**config.mk**
```make
export PLATFORM = sky130hd
export DESIGN_NAME = rect80_inv_key_sched
export DESIGN_NICKNAME = d
export VERILOG_FILES = /design/src/rtl/rect80_inv_key_sched.sv
export SDC_FILE = /design/constraint.sdc
export NUM_CORES = 1
export LEC_CHECK = 0
export ABC_CLOCK_PERIOD_IN_PS = 3300
export CORE_MARGIN = 2
export CORE_UTILIZATION = 45
export DETAILED_ROUTE_END_ITERATION = 6
export PLACE_DENSITY = 0.83
export SLEW_MARGIN = 20
export SYNTH_ARGS = -nofsm -noshare
export SYNTH_HDL_FRONTEND = slang
export SYNTH_SLANG_ARGS = --single-unit
```
**constraint.sdc**
```tcl
create_clock -name i_clk -period 3.3 [get_ports i_clk]
set_clock_uncertainty 0.05 [all_clocks]
set_input_delay 0.99 -clock i_clk [delete_from_list [all_inputs] [get_ports i_clk]]
set_output_delay 0.99 -clock i_clk [all_outputs]
set_load 0.02 [all_outputs]
```
**src/rtl/rect80_inv_key_sched.sv**
```systemverilog
// RECTANGLE-80 inverse key schedule: runs the forward schedule to the final
// key state, then walks it backwards and streams round keys K25..K0.
module rect80_inv_key_sched #(
    parameter int         ROUNDS  = 25,
    parameter logic [4:0] RC_INIT = 5'h01
) (
    input  logic        i_clk,
    input  logic        i_rst,
    input  logic        i_start,
    input  logic [79:0] i_key,
    output logic        o_busy,
    output logic [63:0] o_rk,
    output logic        o_rk_valid,
    input  logic        i_rk_ready,
    output logic [4:0]  o_rk_idx,
    output logic        o_rk_last,
    output logic        o_done,
    output logic [1:0]  o_state
);

    // Stream handshake: a key transfers on any edge where o_rk_valid and
    // i_rk_ready are both high; while valid && !ready the key outputs hold.
    typedef enum logic [1:0] {
        IDLE = 2'd0,
        FWD  = 2'd1,
        EMIT = 2'd2
    } state_t;

    localparam logic [4:0] LAST_CNT = 5'(ROUNDS);

    state_t      state_q, state_d;
    logic [79:0] key_q, key_d;
    logic [4:0]  rc_q, rc_d;
    logic [4:0]  cnt_q, cnt_d;
    logic        done_q, done_d;

    function automatic logic [3:0] sbox(input logic [3:0] x);
        logic [3:0] y;
        case (x)
            4'h0: y = 4'h6;  4'h1: y = 4'h5;  4'h2: y = 4'hC;  4'h3: y = 4'hA;
            4'h4: y = 4'h1;  4'h5: y = 4'hE;  4'h6: y = 4'h7;  4'h7: y = 4'h9;
            4'h8: y = 4'hB;  4'h9: y = 4'h0;  4'hA: y = 4'h3;  4'hB: y = 4'hD;
            4'hC: y = 4'h8;  4'hD: y = 4'hF;  4'hE: y = 4'h4;  default: y = 4'h2;
        endcase
        return y;
    endfunction

    function automatic logic [3:0] inv_sbox(input logic [3:0] x);
        logic [3:0] y;
        case (x)
            4'h0: y = 4'h9;  4'h1: y = 4'h4;  4'h2: y = 4'hF;  4'h3: y = 4'hA;
            4'h4: y = 4'hE;  4'h5: y = 4'h1;  4'h6: y = 4'h0;  4'h7: y = 4'h6;
            4'h8: y = 4'hC;  4'h9: y = 4'h7;  4'hA: y = 4'h3;  4'hB: y = 4'h8;
            4'hC: y = 4'h2;  4'hD: y = 4'hB;  4'hE: y = 4'h5;  default: y = 4'hD;
        endcase
        return y;
    endfunction

    function automatic logic [15:0] rotl8(input logic [15:0] x);
        return {x[7:0], x[15:8]};
    endfunction

    function automatic logic [15:0] rotl12(input logic [15:0] x);
        return {x[3:0], x[15:4]};
    endfunction

    // Column j is {R3[j],R2[j],R1[j],R0[j]}; only columns 0..3 are substituted.
    function automatic logic [79:0] sub_cols(input logic [79:0] k, input logic inv);
        logic [79:0] r;
        logic [3:0]  nib;
        logic [3:0]  s;
        r = k;
        for (int j = 0; j < 4; j++) begin
            nib = {k[48+j], k[32+j], k[16+j], k[j]};
            s   = inv ? inv_sbox(nib) : sbox(nib);
            r[j]    = s[0];
            r[16+j] = s[1];
            r[32+j] = s[2];
            r[48+j] = s[3];
        end
        return r;
    endfunction

    function automatic logic [79:0] fwd_step(input logic [79:0] k, input logic [4:0] rc);
        logic [79:0] t;
        logic [15:0] n0;
        t  = sub_cols(k, 1'b0);
        n0 = rotl8(t[15:0]) ^ t[31:16];
        n0[4:0] = n0[4:0] ^ rc;
        return {t[15:0], rotl12(t[63:48]) ^ t[79:64], t[63:48], t[47:32], n0};
    endfunction

    function automatic logic [79:0] inv_step(input logic [79:0] k, input logic [4:0] rc);
        logic [15:0] n0;
        n0 = k[15:0];
        n0[4:0] = n0[4:0] ^ rc;
        return sub_cols({k[63:48] ^ rotl12(k[47:32]), k[47:32], k[31:16],
                         n0 ^ rotl8(k[79:64]), k[79:64]}, 1'b1);
    endfunction

    always_ff @(posedge i_clk) begin
        if (i_rst) begin
            state_q <= IDLE;
            key_q   <= '0;
            rc_q    <= RC_INIT;
            cnt_q   <= '0;
            done_q  <= 1'b0;
        end else begin
            state_q <= state_d;
            key_q   <= key_d;
            rc_q    <= rc_d;
            cnt_q   <= cnt_d;
            done_q  <= done_d;
        end
    end

    always_comb begin
        state_d = state_q;
        key_d   = key_q;
        rc_d    = rc_q;
        cnt_d   = cnt_q;
        done_d  = 1'b0;
        case (state_q)
            IDLE: begin
                if (i_start) begin
                    key_d   = i_key;
                    rc_d    = RC_INIT;
                    cnt_d   = '0;
                    state_d = FWD;
                end
            end
            FWD: begin
                if (cnt_q == LAST_CNT) begin
                    // rc has run one past RC[ROUNDS-1]; pull it back for the first inverse step.
                    rc_d    = {rc_q[0] ^ rc_q[3], rc_q[4:1]};
                    state_d = EMIT;
                end else begin
                    key_d = fwd_step(key_q, rc_q);
                    rc_d  = {rc_q[3:0], rc_q[4] ^ rc_q[2]};
                    cnt_d = cnt_q + 5'd1;
                end
            end
            EMIT: begin
                if (i_rk_ready) begin
                    if (cnt_q != 5'd0) begin
                        key_d = inv_step(key_q, rc_q);
                        rc_d  = {rc_q[0] ^ rc_q[3], rc_q[4:1]};
                        cnt_d = cnt_q - 5'd1;
                    end else begin
                        state_d = IDLE;
                        done_d  = 1'b1;
                    end
                end
            end
            default: state_d = IDLE;
        endcase
    end

    assign o_busy     = (state_q != IDLE);
    assign o_rk_valid = (state_q == EMIT);
    assign o_rk       = o_rk_valid ? key_q[63:0] : 64'd0;
    assign o_rk_idx   = o_rk_valid ? cnt_q : 5'd0;
    assign o_rk_last  = o_rk_valid && (cnt_q == 5'd0);
    assign o_done     = done_q;
    assign o_state    = state_q;

endmodule

```
Word-level counts from Yosys, hierarchy flattened
Memories as Yosys holds them, arrays and structs flattened. A register that Yosys moved wholly into a read port is not among the register bits.
Index checks and enable logic that the tools add are counted.
Widths: inputs -> output; s select.
{"block": "word_totals", "mem_bits_ro": 512, "regBits": 93, "output_inout_bits": 75, "input_bits": 84, "mem_count": 8, "wordCells": 83}
{"block": "op_classes", "n_eq_ne": 9, "n_reduce_logical": 10, "add_sub_neg": 2, "bitwise": 10, "muxes": 39}
{"memory": "(name not given)", "words": 16, "word_bits": 4, "rd": 1, "rd_ports_with_merged_regs": 1, "write_ports": 0, "line": "39", "text": "case (x)"}
{"memory": "(name not given)", "words": 16, "word_bits": 4, "rd": 1, "rd_ports_with_merged_regs": 1, "write_ports": 0, "line": "39"}
{"memory": "(name not given)", "words": 16, "word_bits": 4, "rd": 1, "rd_ports_with_merged_regs": 1, "write_ports": 0, "line": "39"}
{"memory": "(name not given)", "words": 16, "word_bits": 4, "rd": 1, "rd_ports_with_merged_regs": 1, "write_ports": 0, "line": "39"}
{"memory": "(name not given)", "words": 16, "word_bits": 4, "rd": 1, "rd_ports_with_merged_regs": 0, "write_ports": 0, "line": "50", "text": "case (x)"}
{"memory": "(name not given)", "words": 16, "word_bits": 4, "rd": 1, "rd_ports_with_merged_regs": 0, "write_ports": 0, "line": "50"}
{"memory": "2 more memories"}
{"operator": "$mux 80", "n": 4}
{"operator": "$pmux 80 s3", "n": 1}
{"operator": "$mux 4", "n": 16}
{"operator": "$mux 64", "n": 1}
{"operator": "$xor 16x16->16", "n": 4}
{"operator": "$mux 5", "n": 9}
{"operator": "$pmux 5 s3", "n": 2}
{"operator": "$xor 5x5->5", "n": 2}
{"operator": "$mux 2", "n": 4}
{"operator": "$ne 2x2->1 const B", "n": 4}
{"operator": "$reduce_and 4->1", "n": 2}
{"operator": "$pmux 2 s3", "n": 1}
{"operator": "$add 5x1->5 const B", "n": 1}
{"operator": "$eq 5x5->1 const B", "n": 1}
{"operator": "$logic_not 5->1", "n": 1}
{"operator": "$reduce_and 5->1", "n": 1}
{"operator": "$reduce_bool 5->1", "n": 1}
{"operator": "$sub 5x1->5 const B", "n": 1}
{"operator": "$ne 2x1->1 const B", "n": 2}
{"operator": "$reduce_bool 3->1", "n": 1}
{"operator": "$reduce_or 3->1", "n": 1}
{"operator": "$eq 2x1->1 const B", "n": 1}
{"operator": "$eq 2x2->1 const B", "n": 1}
{"operator": "$logic_not 2->1", "n": 1}
{"operator": "other kinds (5)", "n": 7}

Longest topological paths before layout
Gate-level depths: netlist (run 1).
{"block": "depth", "ltp_word": 9, "mapped_depth": 16, "ltp_nobuf": 13}

Worst setup path after synthesis (run 1)
OpenSTA, ideal clock, no wires.
{"block": "synth_timing", "kind": "register to register", "startpoint": "reg state_q[1], in the netlist o_state[1]", "endpoint": "reg (tool-made name)", "arrival_time_ps": 3604, "path_buffers": 3, "setup_time_ps": 74, "synth_period_minus_slack_ps": 3728, "slack_ps": -428, "path_stages_with_launch": 14, "cell_sequence": "dfxtp_1 -> ha_1 -> buf_2 -> buf_2 -> inv_1 -> buf_2 -> nor2_1 -> o21ai_0 -> and3_1 -> a211o_1 -> nor2_1 -> ha_1 -> or4_1 -> a31oi_1"}
{"element": "from (decl)", "line": "31", "text": "state_t state_q, state_d;"}
{"element": "from (signal assigned)", "line": "109", "text": "state_q <= state_d;"}

Worst setup path after layout (run 1)
{"block": "layout_timing", "startpoint": "reg state_q[0], in the netlist o_state[0]", "endpoint": "out o_rk[47]"}
{"block": "layout_via", "elab_chain_len": 2}
{"element": "$eq 2x2->1", "line": "160", "text": "assign o_rk_valid = (state_q == EMIT);"}
{"element": "$mux 64", "line": "161", "text": "assign o_rk = o_rk_valid ? key_q[63:0] : 64'd0;"}
{"element": "to (decl)", "line": "12", "text": "output logic [63:0] o_rk,"}
Every way passes these cells.

==> results of run 1 <==
## layout make-up
| type | count | area share, % |
|---|---|---|
| Timing Repair Buffer | 244 | 21.1 |
| Inverter | 35 | 1.22 |
| Clock inverter | 6 | 0.639 |
| Clock buffer | 10 | 2.22 |
| Sequential cell | 109 | 20.3 |
| Tap cell | 229 | 2.66 |
| Multi-Input combinational cell | 812 | 51.9 |
## repair_timing
item,4_1_cts,5_1_grt
endpoints found under the hold margin,0,0
setup buffers,8,7
gates cloned,0,0
resized for setup,16,10
hold buffers,0,0
endpoints found under the setup margin,65,53
pin swaps,4,7
## synthesized netlist by cell type (4+ instances only)
library cell	number	share of area [%]
inv_1	34	1.6
nor3_1	11	0.67
nand3_1	11	0.67
and3_1	6	0.46
dfxtp_1	109	27
mux2_2	4	0.55
a22oi_1	7	0.64
nor2b_1	5	0.38
nand4b_1	5	0.53
nand2_1	106	4.9
nand4_1	8	0.61
xor2_1	56	6.0
nand3b_1	5	0.46
buf_2	18	1.1
o31ai_1	5	0.46
xnor2_1	23	2.5
o211ai_1	28	2.6
and2_1	62	4.7
clkbuf_1	61	2.8
nor2_1	103	4.7
a21oi_1	111	6.8
a221oi_1	45	4.8
or2_2	9	0.69
or3_1	41	3.1
mux2i_1	28	3.4
xnor3_1	5	1.4
ha_1	34	5.2
buf_1	12	0.55
a211o_1	6	0.64
o21ai_0	9	0.55
a31oi_1	10	0.76
## cells by family (layout without fill, tap and decap cells)
| logic type | after synthesis | in the layout | synth area share (%) |
|---|---|---|---|
| AND/OR/NAND/NOR | 393 | 393 | 24.3 |
| AO/OA/AOI/OAI | 261 | 261 | 21.8 |
| buffers and inverters | 131 | 295 | 6.52 |
| flip-flops | 109 | 109 | 26.7 |
| XOR/XNOR | 88 | 88 | 10.9 |
| adder cells (fa/ha/maj) | 35 | 35 | 5.44 |
| multiplexers | 35 | 35 | 4.42 |
## metrics by stage
| step | power (mW) | hold WS, ps | area, um^2 | instances | setup TNS (ps) |
|---|---|---|---|---|---|
| 5_1_grt | 12.2 | 463 | 10800 | 1445 | -37.2 |
| 3_3_place_gp | 9.64 | 412 | 10300 | 1414 | -5990 |
| 6_report | 11.4 | 429 | 10800 | 1445 | 0 |
| 2_1_floorplan | 7.68 | 399 | 8280 | 1052 | -246 |
| 3_5_place_dp | 9.84 | 419 | 10300 | 1414 | -7030 |
| 4_1_cts | 11.2 | 429 | 10700 | 1438 | -30.3 |
## path summary, 6_finish.rpt
path	start	end	slack, ps	depth (start not counted)
hold / removal	key_q[22]	key_q[22]	430	2
setup reg to reg	o_state[0]	flip-flop	220	16
hold reg to reg	key_q[22]	key_q[22]	430	2
setup / recovery	o_state[0]	o_rk[47]	40	6
## worst max-delay path, cell delays in order (launching register included)
cell and delay, ps:
dfxtp_4 370, inv_2 110, ha_4 160, clkbuf_4 190, buf_12 210, and2_1 190
clkdlybuf4s50_1 620
## routing by layer
metal,routed length (um),vias to the layer above,global-route usage [%],part of all wire (%)
met2,11400,439,39.8,44
met3,2460,30,4.14,9.5
met1,11500,3967,38.0,45
met4,432,0,7.12,1.7
met5,0,-,0,0
li1,-,4026,-,-
## power by group
group / leakage, nW / internal, mW / switching (mW)
combinational: 3.56 / 3.44 / 3.88
sequential: 0.902 / 1.95 / 0.928
clock: 0.150 / 0.618 / 0.540
total: 4.61 / 6.01 / 5.35
==> results.yml, run 1 <==
cells_and_area:
  num-nets-final: 1330
  num-fill-cells: 1544
  final_cell_mix: "clkdlybuf4s50_1, a21oi_1, dfxtp_1"
  drive_gt1_share_pct: 12.7
  layout_commonest_cell: "clkdlybuf4s50_1"
  diodes: 0
  area_growth_pct: 31.6
  ff_latch_area_um2: 2190
  multi_input_area_um2: 5590
  post-route-util_pct: 60.2
floorplan:
  rows: 49
  die_y_um: 139
  ios: 159
  die_area_um2: 19300
  start_util_pct: 45.7
  die_width_um: 139
  core-area_um2: 17900
yosys:
  synth-main-ff-cell: "dfxtp_1"
  ys_ff_latch: 109
  synth-edff-count: 0
  netlist_area_um2: 8190
  ys_types: 81
  syn_nets: 1171
  ys_seq_area_share_pct: 26.7
  yosys_warnings: 0
  synthesis.instances: 1052
  postSynthAreaPerCell_um2: 7.78
  async_reset_ff_share_pct: 0
timing:
  period_needed_ps: 3260
  hold_viol: 0
  tightest_slew_ps: 553
  drv_slew: 0
  finalCritPeriodShare_pct: 98.7
  clock.fmax_mhz: 307
  layout_setup_ws_ps: 41.8
  setup_viol: 0
  maxSlewHeadroom_pct: 63.1
setup_path:
  crit_required_ps: 2260
  end_kind: "output port"
  critPathLaunchType: "flip-flop"
  worstPathMaxFanout: 43
  cp_data_arrival_time_ps: 2220
  crit_type: "reg -> out"
clock_tree:
  h-tree-depth: 3
  cts_inserted_buffers: 9
  clockBufferDepth: 2
  cts_tree: "built"
  cts_sinks: 109
  clk_pin_slew_worst_paths_ps: 80
  clk_latency_ps: 360
  root_buffer: "clkbuf_16"
routing:
  dr_total_vias: 8462
  antenna_left: 0
  wl_per_cell_um: 17.8
  avgViaCountPerCell: 5.86
  wl_um: 25800
  remaining_drc_errors: 0
  drt-initial-drc-count: 967
  drtPass1Iterations: 7
power_and_ir_drop:
  peakVddDrop_mv: 0.595
  leakage_nw: 4.61
  p_per_area_nw_per_um2: 1050
placement:
  portBuffers: 158
  hpwl_um: 18400
  preCtsSetupSlack_ps: -556
  gp_congestion: 0.896
run:
  max_cap_viol_count: 0
run_status:
  status: "finished, final reports clean"
global_routing:
  grt_remaining_overflow: 0
  grt_use_total_pct: 26.0
  antenna_found_initial: 0
  grt_max_degree: 56
  grt_pass1_vias: 7812
  grt_pass1_wl_um: 41400
worst_hold_path:
  hold_class: "reg -> reg"
Note: power is estimated with default switching activity, not from simulation.
==> run 2: changes to the inputs <==
- ABC_AREA: not set -> 1
- PLACE_DENSITY: 0.83 -> 0.82
- TNS_END_PERCENT: not set -> 50
==> run 2 against run 1 <==
The run now ends with DRC left. Combinational power shrank 18%. Critical path type unchanged. Global-route usage up 1.3 points. Via count is 13% higher. Non-clock buffer count down 38. Sequential cell count did not move. Sequential power is 17% lower. Total power shrank 15%. Sequential share of layout area is 0.23 points higher. Synthesized cell count up 26%. Largest cell class unchanged. Final cell count increased by 18%.
==> results.yml, run 2 <==
power_and_ir_drop:
  leakage_nw: 5.18
  peakVddDrop_mv: 0.409
  power_mw: 9.68
  p_per_area_nw_per_um2: 911
routing:
  dr_total_vias: 9543
  drt-initial-drc-count: 988
  drtPass1Iterations: 7
  avgViaCountPerCell: 5.60
  remaining_drc_errors: 20
  antenna_left: 0
  wl_per_cell_um: 16.0
  wl_um: 27300
placement:
  hpwl_um: 19800
  gp_congestion: 0.911
  portBuffers: 158
timing:
  tns_ps: 0
  maxSlewHeadroom_pct: 50.6
  rsz0062_at_grt: "false"
  setup_viol: 0
  hold_viol: 0
  drv_slew: 0
  period_needed_ps: 3190
  clock.fmax_mhz: 313
  tightest_slew_ps: 742
  finalCritPeriodShare_pct: 96.7
floorplan:
  start_util_pct: 46.0
  die_width_um: 140
  die_y_um: 140
  rows: 49
  core-area_um2: 18100
  ios: 159
  die_area_um2: 19600
cells_and_area:
  diodes: 0
  layout_commonest_cell: "nand2_1"
  area_growth_pct: 27.6
  final_cell_mix: "nand2_1, inv_1, clkdlybuf4s50_1"
  drive_gt1_share_pct: 8.54
  num-nets-final: 1591
clock_tree:
  h-tree-depth: 3
  cts_sinks: 109
  clk_pin_slew_worst_paths_ps: 70
  cts_tree: "built"
  root_buffer: "clkbuf_16"
  postCtsHoldBufs: 0
  cts_inserted_buffers: 9
  clockBufferDepth: 2
  clk_latency_ps: 360
setup_path:
  reg2reg_from: "o_state[0]"
  r2r_slack_ps: 420
  cpMostUsedCell: "inv_1"
  worst-path-buf-inv: 4
  critPathTopFamily: "buffers and inverters"
  cp_data_arrival_time_ps: 2150
  worstPathMaxFanout: 29
  path_depth: 6
  critPathLaunchType: "flip-flop"
  cpPeakStageDelay_ps: 610
  crit_type: "reg -> out"
  crit_required_ps: 2260
  critPathLaunch: "o_state[0]"
  crit_path_top_delay_cell: "clkdlybuf4s50_1"
  end_kind: "output port"
  crit_path_cell_trace: "inv_1 > ha_4 > buf_12 > nand2_1 > inv_1 > clkdlybuf4s50_1"
  r2r_cells: 19
  critical_path.endpoint: "o_rk[33]"
yosys:
  synth_area_leaders: "dfxtp_1, nand2_1, a21oi_1"
  syn_nets: 1444
  synth.most_common_cell: "nand2_1"
  synth-main-ff-cell: "dfxtp_1"
  synth_top_cell_by_area: "dfxtp_1"
  ys_types: 43
  ys_seq_area_share_pct: 26.2
  synthesis.instances: 1325
  netlist_area_um2: 8330
  synth-edff-count: 0
  postSynthAreaPerCell_um2: 6.29
  yosys_warnings: 0
  async_reset_ff_share_pct: 0
  synth_top_area_share_pct: 26.2
  ys_top_cells_by_count: "nand2_1, inv_1, a21oi_1"
  ys_ff_latch: 109
run_status:
  status: "complete, but fails checks"
  violations: "DRC"
run:
  max_cap_viol_count: 0
global_routing:
  grt_remaining_overflow: 0
  antenna_found_initial: 0
  grt_pass1_wl_um: 43800
  grt_max_degree: 71
  grt_pass1_vias: 8776
  grt_use_total_pct: 27.3
worst_hold_path:
  hold_class: "reg -> reg"
run 2: cell type report:
cell class / instances / area (um^2)
Inverter: 195 / 736
Tap cell: 229 / 287
Sequential cell: 109 / 2180
Multi-Input combinational cell: 951 / 5080
Timing Repair Buffer: 206 / 1990
Clock buffer: 11 / 253
Fill cell: 1680 / 7460
Clock inverter: 4 / 95.1
run 2: metal layers:
metal  vias to the layer above  GRT usage [%]  wire length, um
li1                       4644              -                -
met1                      4251           37.2            11400
met2                       562           42.1            11700
met3                        86           4.65             2980
met4                         0           12.9             1180
met5                         -              0                0
run 2: through the flow:
| step | hold WS [ps] | setup WS (ps) | cells | utilization, % | instance area [um^2] |
|---|---|---|---|---|---|
| finish | 450 | 108 | 1705 | 58.8 | 10600 |
| global route | 480 | 12.3 | 1705 | 58.8 | 10600 |
| CTS | 446 | 68.0 | 1704 | 58.7 | 10600 |
| floorplan | 421 | 121 | 1325 | - | 8330 |
| detailed placement | 435 | -120 | 1686 | 56.6 | 10200 |
| global placement | 429 | -49.2 | 1686 | 56.6 | 10200 |
run 2: kinds of logic after synthesis:
| kind of cell | count (synthesis) | synth area share (%) |
|---|---|---|
| buffers and inverters | 265 | 13.0 |
| adder cells (fa/ha/maj) | 35 | 5.35 |
| AND/OR/NAND/NOR | 547 | 28.4 |
| XOR/XNOR | 14 | 1.47 |
| AO/OA/AOI/OAI | 355 | 25.6 |
| flip-flops | 109 | 26.2 |
run 2: report_power, final:
group	switching, mW	total (mW)	leakage (nW)	internal [mW]
clock	0.508	1.29	0.172	0.779
combinational	3.78	6.00	4.11	2.22
sequential	0.581	2.40	0.904	1.82
total	4.87	9.68	5.18	4.81
run 2: how the worst min path moves through the flow:
stage / cells past startpoint / start / to
CTS: 2 / key_q[20] / key_q[20]
global route: 2 / key_q[20] / key_q[20]
global placement: 2 / key_q[20] / key_q[20]
finish: 2 / key_q[20] / key_q[20]
floorplan: 2 / key_q[20] / key_q[20]
detailed placement: 2 / key_q[20] / key_q[20]
run 2: worst register-to-register path, cell delays in order (launching register included):
cell,delay (ps)
dfxtp_1,310
inv_1,140
ha_4,260
buf_4,150
inv_2,40
o22ai_1,220
nor2_2,80
nand2_4,110
inv_4,60
nand2_8,150
nand2_1,90
a21boi_2,170
nor2_1,170
inv_1,90
ha_1,190
or2_2,280
nand2_1,70
nand2_1,50
nand2_1,50
nand2_1,50
run 2: repair_timing:
| action | 4_1_cts | 5_1_grt |
|---|---|---|
| gates resized for setup | 0 | 4 |
| setup buffers | 3 | 1 |
| setup endpoints to repair | 4 | 4 |
| pin swaps | 1 | 0 |
==> run 3: changes to the inputs <==
- CTS_CLUSTER_SIZE: not set -> 20
- SKIP_CTS_REPAIR_TIMING: not set -> 1
==> run 3 against run 2 <==
The flow still finishes with violations (DRC). Core utilization rose by 0.097 points. Routed wire length increased by 0.12%. Clock power about the same. Setup slack worse by 1.5 ps. Die area unchanged. Global-route usage down 0.075 points. Worst hold slack better by 9.3 ps. Register-to-register slack worse by 60 ps. Combinational power hardly changed. Total power rose by 0.17%. Non-clock buffer count up 1. Critical endpoint is now o_rk[40]. Highest routed layer unchanged.
==> results.yml, run 3 (synthesis gave the netlist of run 2 again) <==
global_routing:
  grt_remaining_overflow: 0
  antenna_found_initial: 0
  grt_use_total_pct: 27.2
  grt_max_degree: 71
  grt_pass1_vias: 8751
  grt_pass1_wl_um: 43700
setup_path:
  r2r_cells: 20
  critPathLaunch: "o_state[0]"
  crit_type: "reg -> out"
  r2r_slack_ps: 360
  end_kind: "output port"
  reg2reg_from: "o_state[0]"
  crit_required_ps: 2260
  critical_path.endpoint: "o_rk[40]"
  critPathLaunchType: "flip-flop"
  worstPathMaxFanout: 29
  cp_data_arrival_time_ps: 2150
clock_tree:
  cts_inserted_buffers: 9
  clk_latency_ps: 360
  clk_pin_slew_worst_paths_ps: 70
  clockBufferDepth: 2
  h-tree-depth: 3
  cts_sinks: 109
  root_buffer: "clkbuf_16"
  cts_tree: "built"
cells_and_area:
  drive_gt1_share_pct: 8.60
  diodes: 0
  num-nets-final: 1592
  final_cell_mix: "nand2_1, inv_1, clkdlybuf4s50_1"
  final_area_um2: 10600
  finalNonFillerCells: 1706
  area_growth_pct: 27.8
  layout_commonest_cell: "nand2_1"
routing:
  remaining_drc_errors: 19
  dr_total_vias: 9562
  drt-initial-drc-count: 969
  drtPass1Iterations: 7
  antenna_left: 0
  avgViaCountPerCell: 5.60
  wl_per_cell_um: 16.0
  wl_um: 27300
floorplan:
  start_util_pct: 46.0
  ios: 159
  core-area_um2: 18100
  die_area_um2: 19600
  die_width_um: 140
  die_y_um: 140
  rows: 49
power_and_ir_drop:
  combPwrFrac_pct: 62.0
  leakage_nw: 5.17
  switching_share_pct: 50.2
  power.net_switching_mw: 4.87
  power.internal_mw: 4.83
  clkPwrFrac_pct: 13.3
  p_per_area_nw_per_um2: 911
  seq_power_share_pct: 24.7
  peakVddDrop_mv: 0.409
timing:
  tightest_slew_ps: 737
  layout_setup_ws_ps: 107
  finalCritPeriodShare_pct: 96.8
  hold_viol: 0
  setup_viol: 0
  drv_slew: 0
  maxSlewHeadroom_pct: 50.9
  period_needed_ps: 3190
  rsz0062_at_grt: "false"
  clock.fmax_mhz: 313
run_status:
  status: "complete, but fails checks"
  violations: "DRC"
run:
  max_cap_viol_count: 0
placement:
  placed_cells: 1686
  post_dp_cell_area_um2: 10200
  gp_congestion: 0.911
  portBuffers: 158
  hpwl_um: 19800
  preCtsSetupSlack_ps: -120
worst_hold_path:
  hold_class: "reg -> reg"
run 3: worst min-delay path by stage:
| stage | startpoint | endpoint | slack, ps | depth (start not counted) |
|---|---|---|---|---|
| final | key_q[20] | key_q[20] | 460 | 2 |
| after global routing | key_q[20] | key_q[20] | 480 | 2 |
| after CTS | key_q[20] | key_q[20] | 450 | 2 |
| after detailed placement | key_q[20] | key_q[20] | 430 | 2 |
| after global placement | key_q[20] | key_q[20] | 430 | 2 |
| after floorplan | key_q[20] | key_q[20] | 420 | 2 |
run 3: cell type report:
| class | instances | area [um^2] |
|---|---|---|
| Inverter | 195 | 736 |
| Tap cell | 229 | 287 |
| Clock buffer | 11 | 253 |
| Multi-Input combinational cell | 951 | 5080 |
| Sequential cell | 109 | 2180 |
| Fill cell | 1679 | 7440 |
| Timing Repair Buffer | 207 | 2010 |
| Clock inverter | 4 | 95.1 |
run 3: per-stage QoR:
| step | power [mW] | setup TNS, ps | hold slack [ps] | util (%) |
|---|---|---|---|---|
| after global routing | 10.5 | 0 | 480 | 58.9 |
| final | 9.70 | 0 | 459 | 58.9 |
| after CTS | 9.54 | -167 | 446 | 58.5 |
| after floorplan | 6.50 | 0 | 421 | - |
| after global placement | 8.07 | -89.7 | 429 | 56.6 |
| after detailed placement | 8.23 | -639 | 435 | 56.6 |
run 3: metal layers:
metal / up-vias / GRT usage, % / share of wire, %
li1: 4655 / - / -
met1: 4270 / 37.2 / 42
met2: 545 / 41.9 / 43
met3: 92 / 4.65 / 10
met4: 0 / 12.8 / 4.3
met5: - / 0 / 0
run 3: power by group through the flow:
stage          Sequential [mW]  Clock (mW)  Combinational [mW]
5_1_grt                   2.46        1.34                6.68
3_3_place_gp              2.38           0                5.69
3_5_place_dp              2.39           0                5.84
6_report                  2.40        1.29                6.01
2_1_floorplan             2.20           0                4.30
4_1_cts                   2.37        1.29                5.88
run 3: critical path, cell delays in order, from the launching register on:
cell and delay, ps:
dfxtp_1 310, inv_1 150, ha_4 200, buf_12 130, buf_12 170, nand2_1 90, inv_1 100, clkdlybuf4s50_1 620
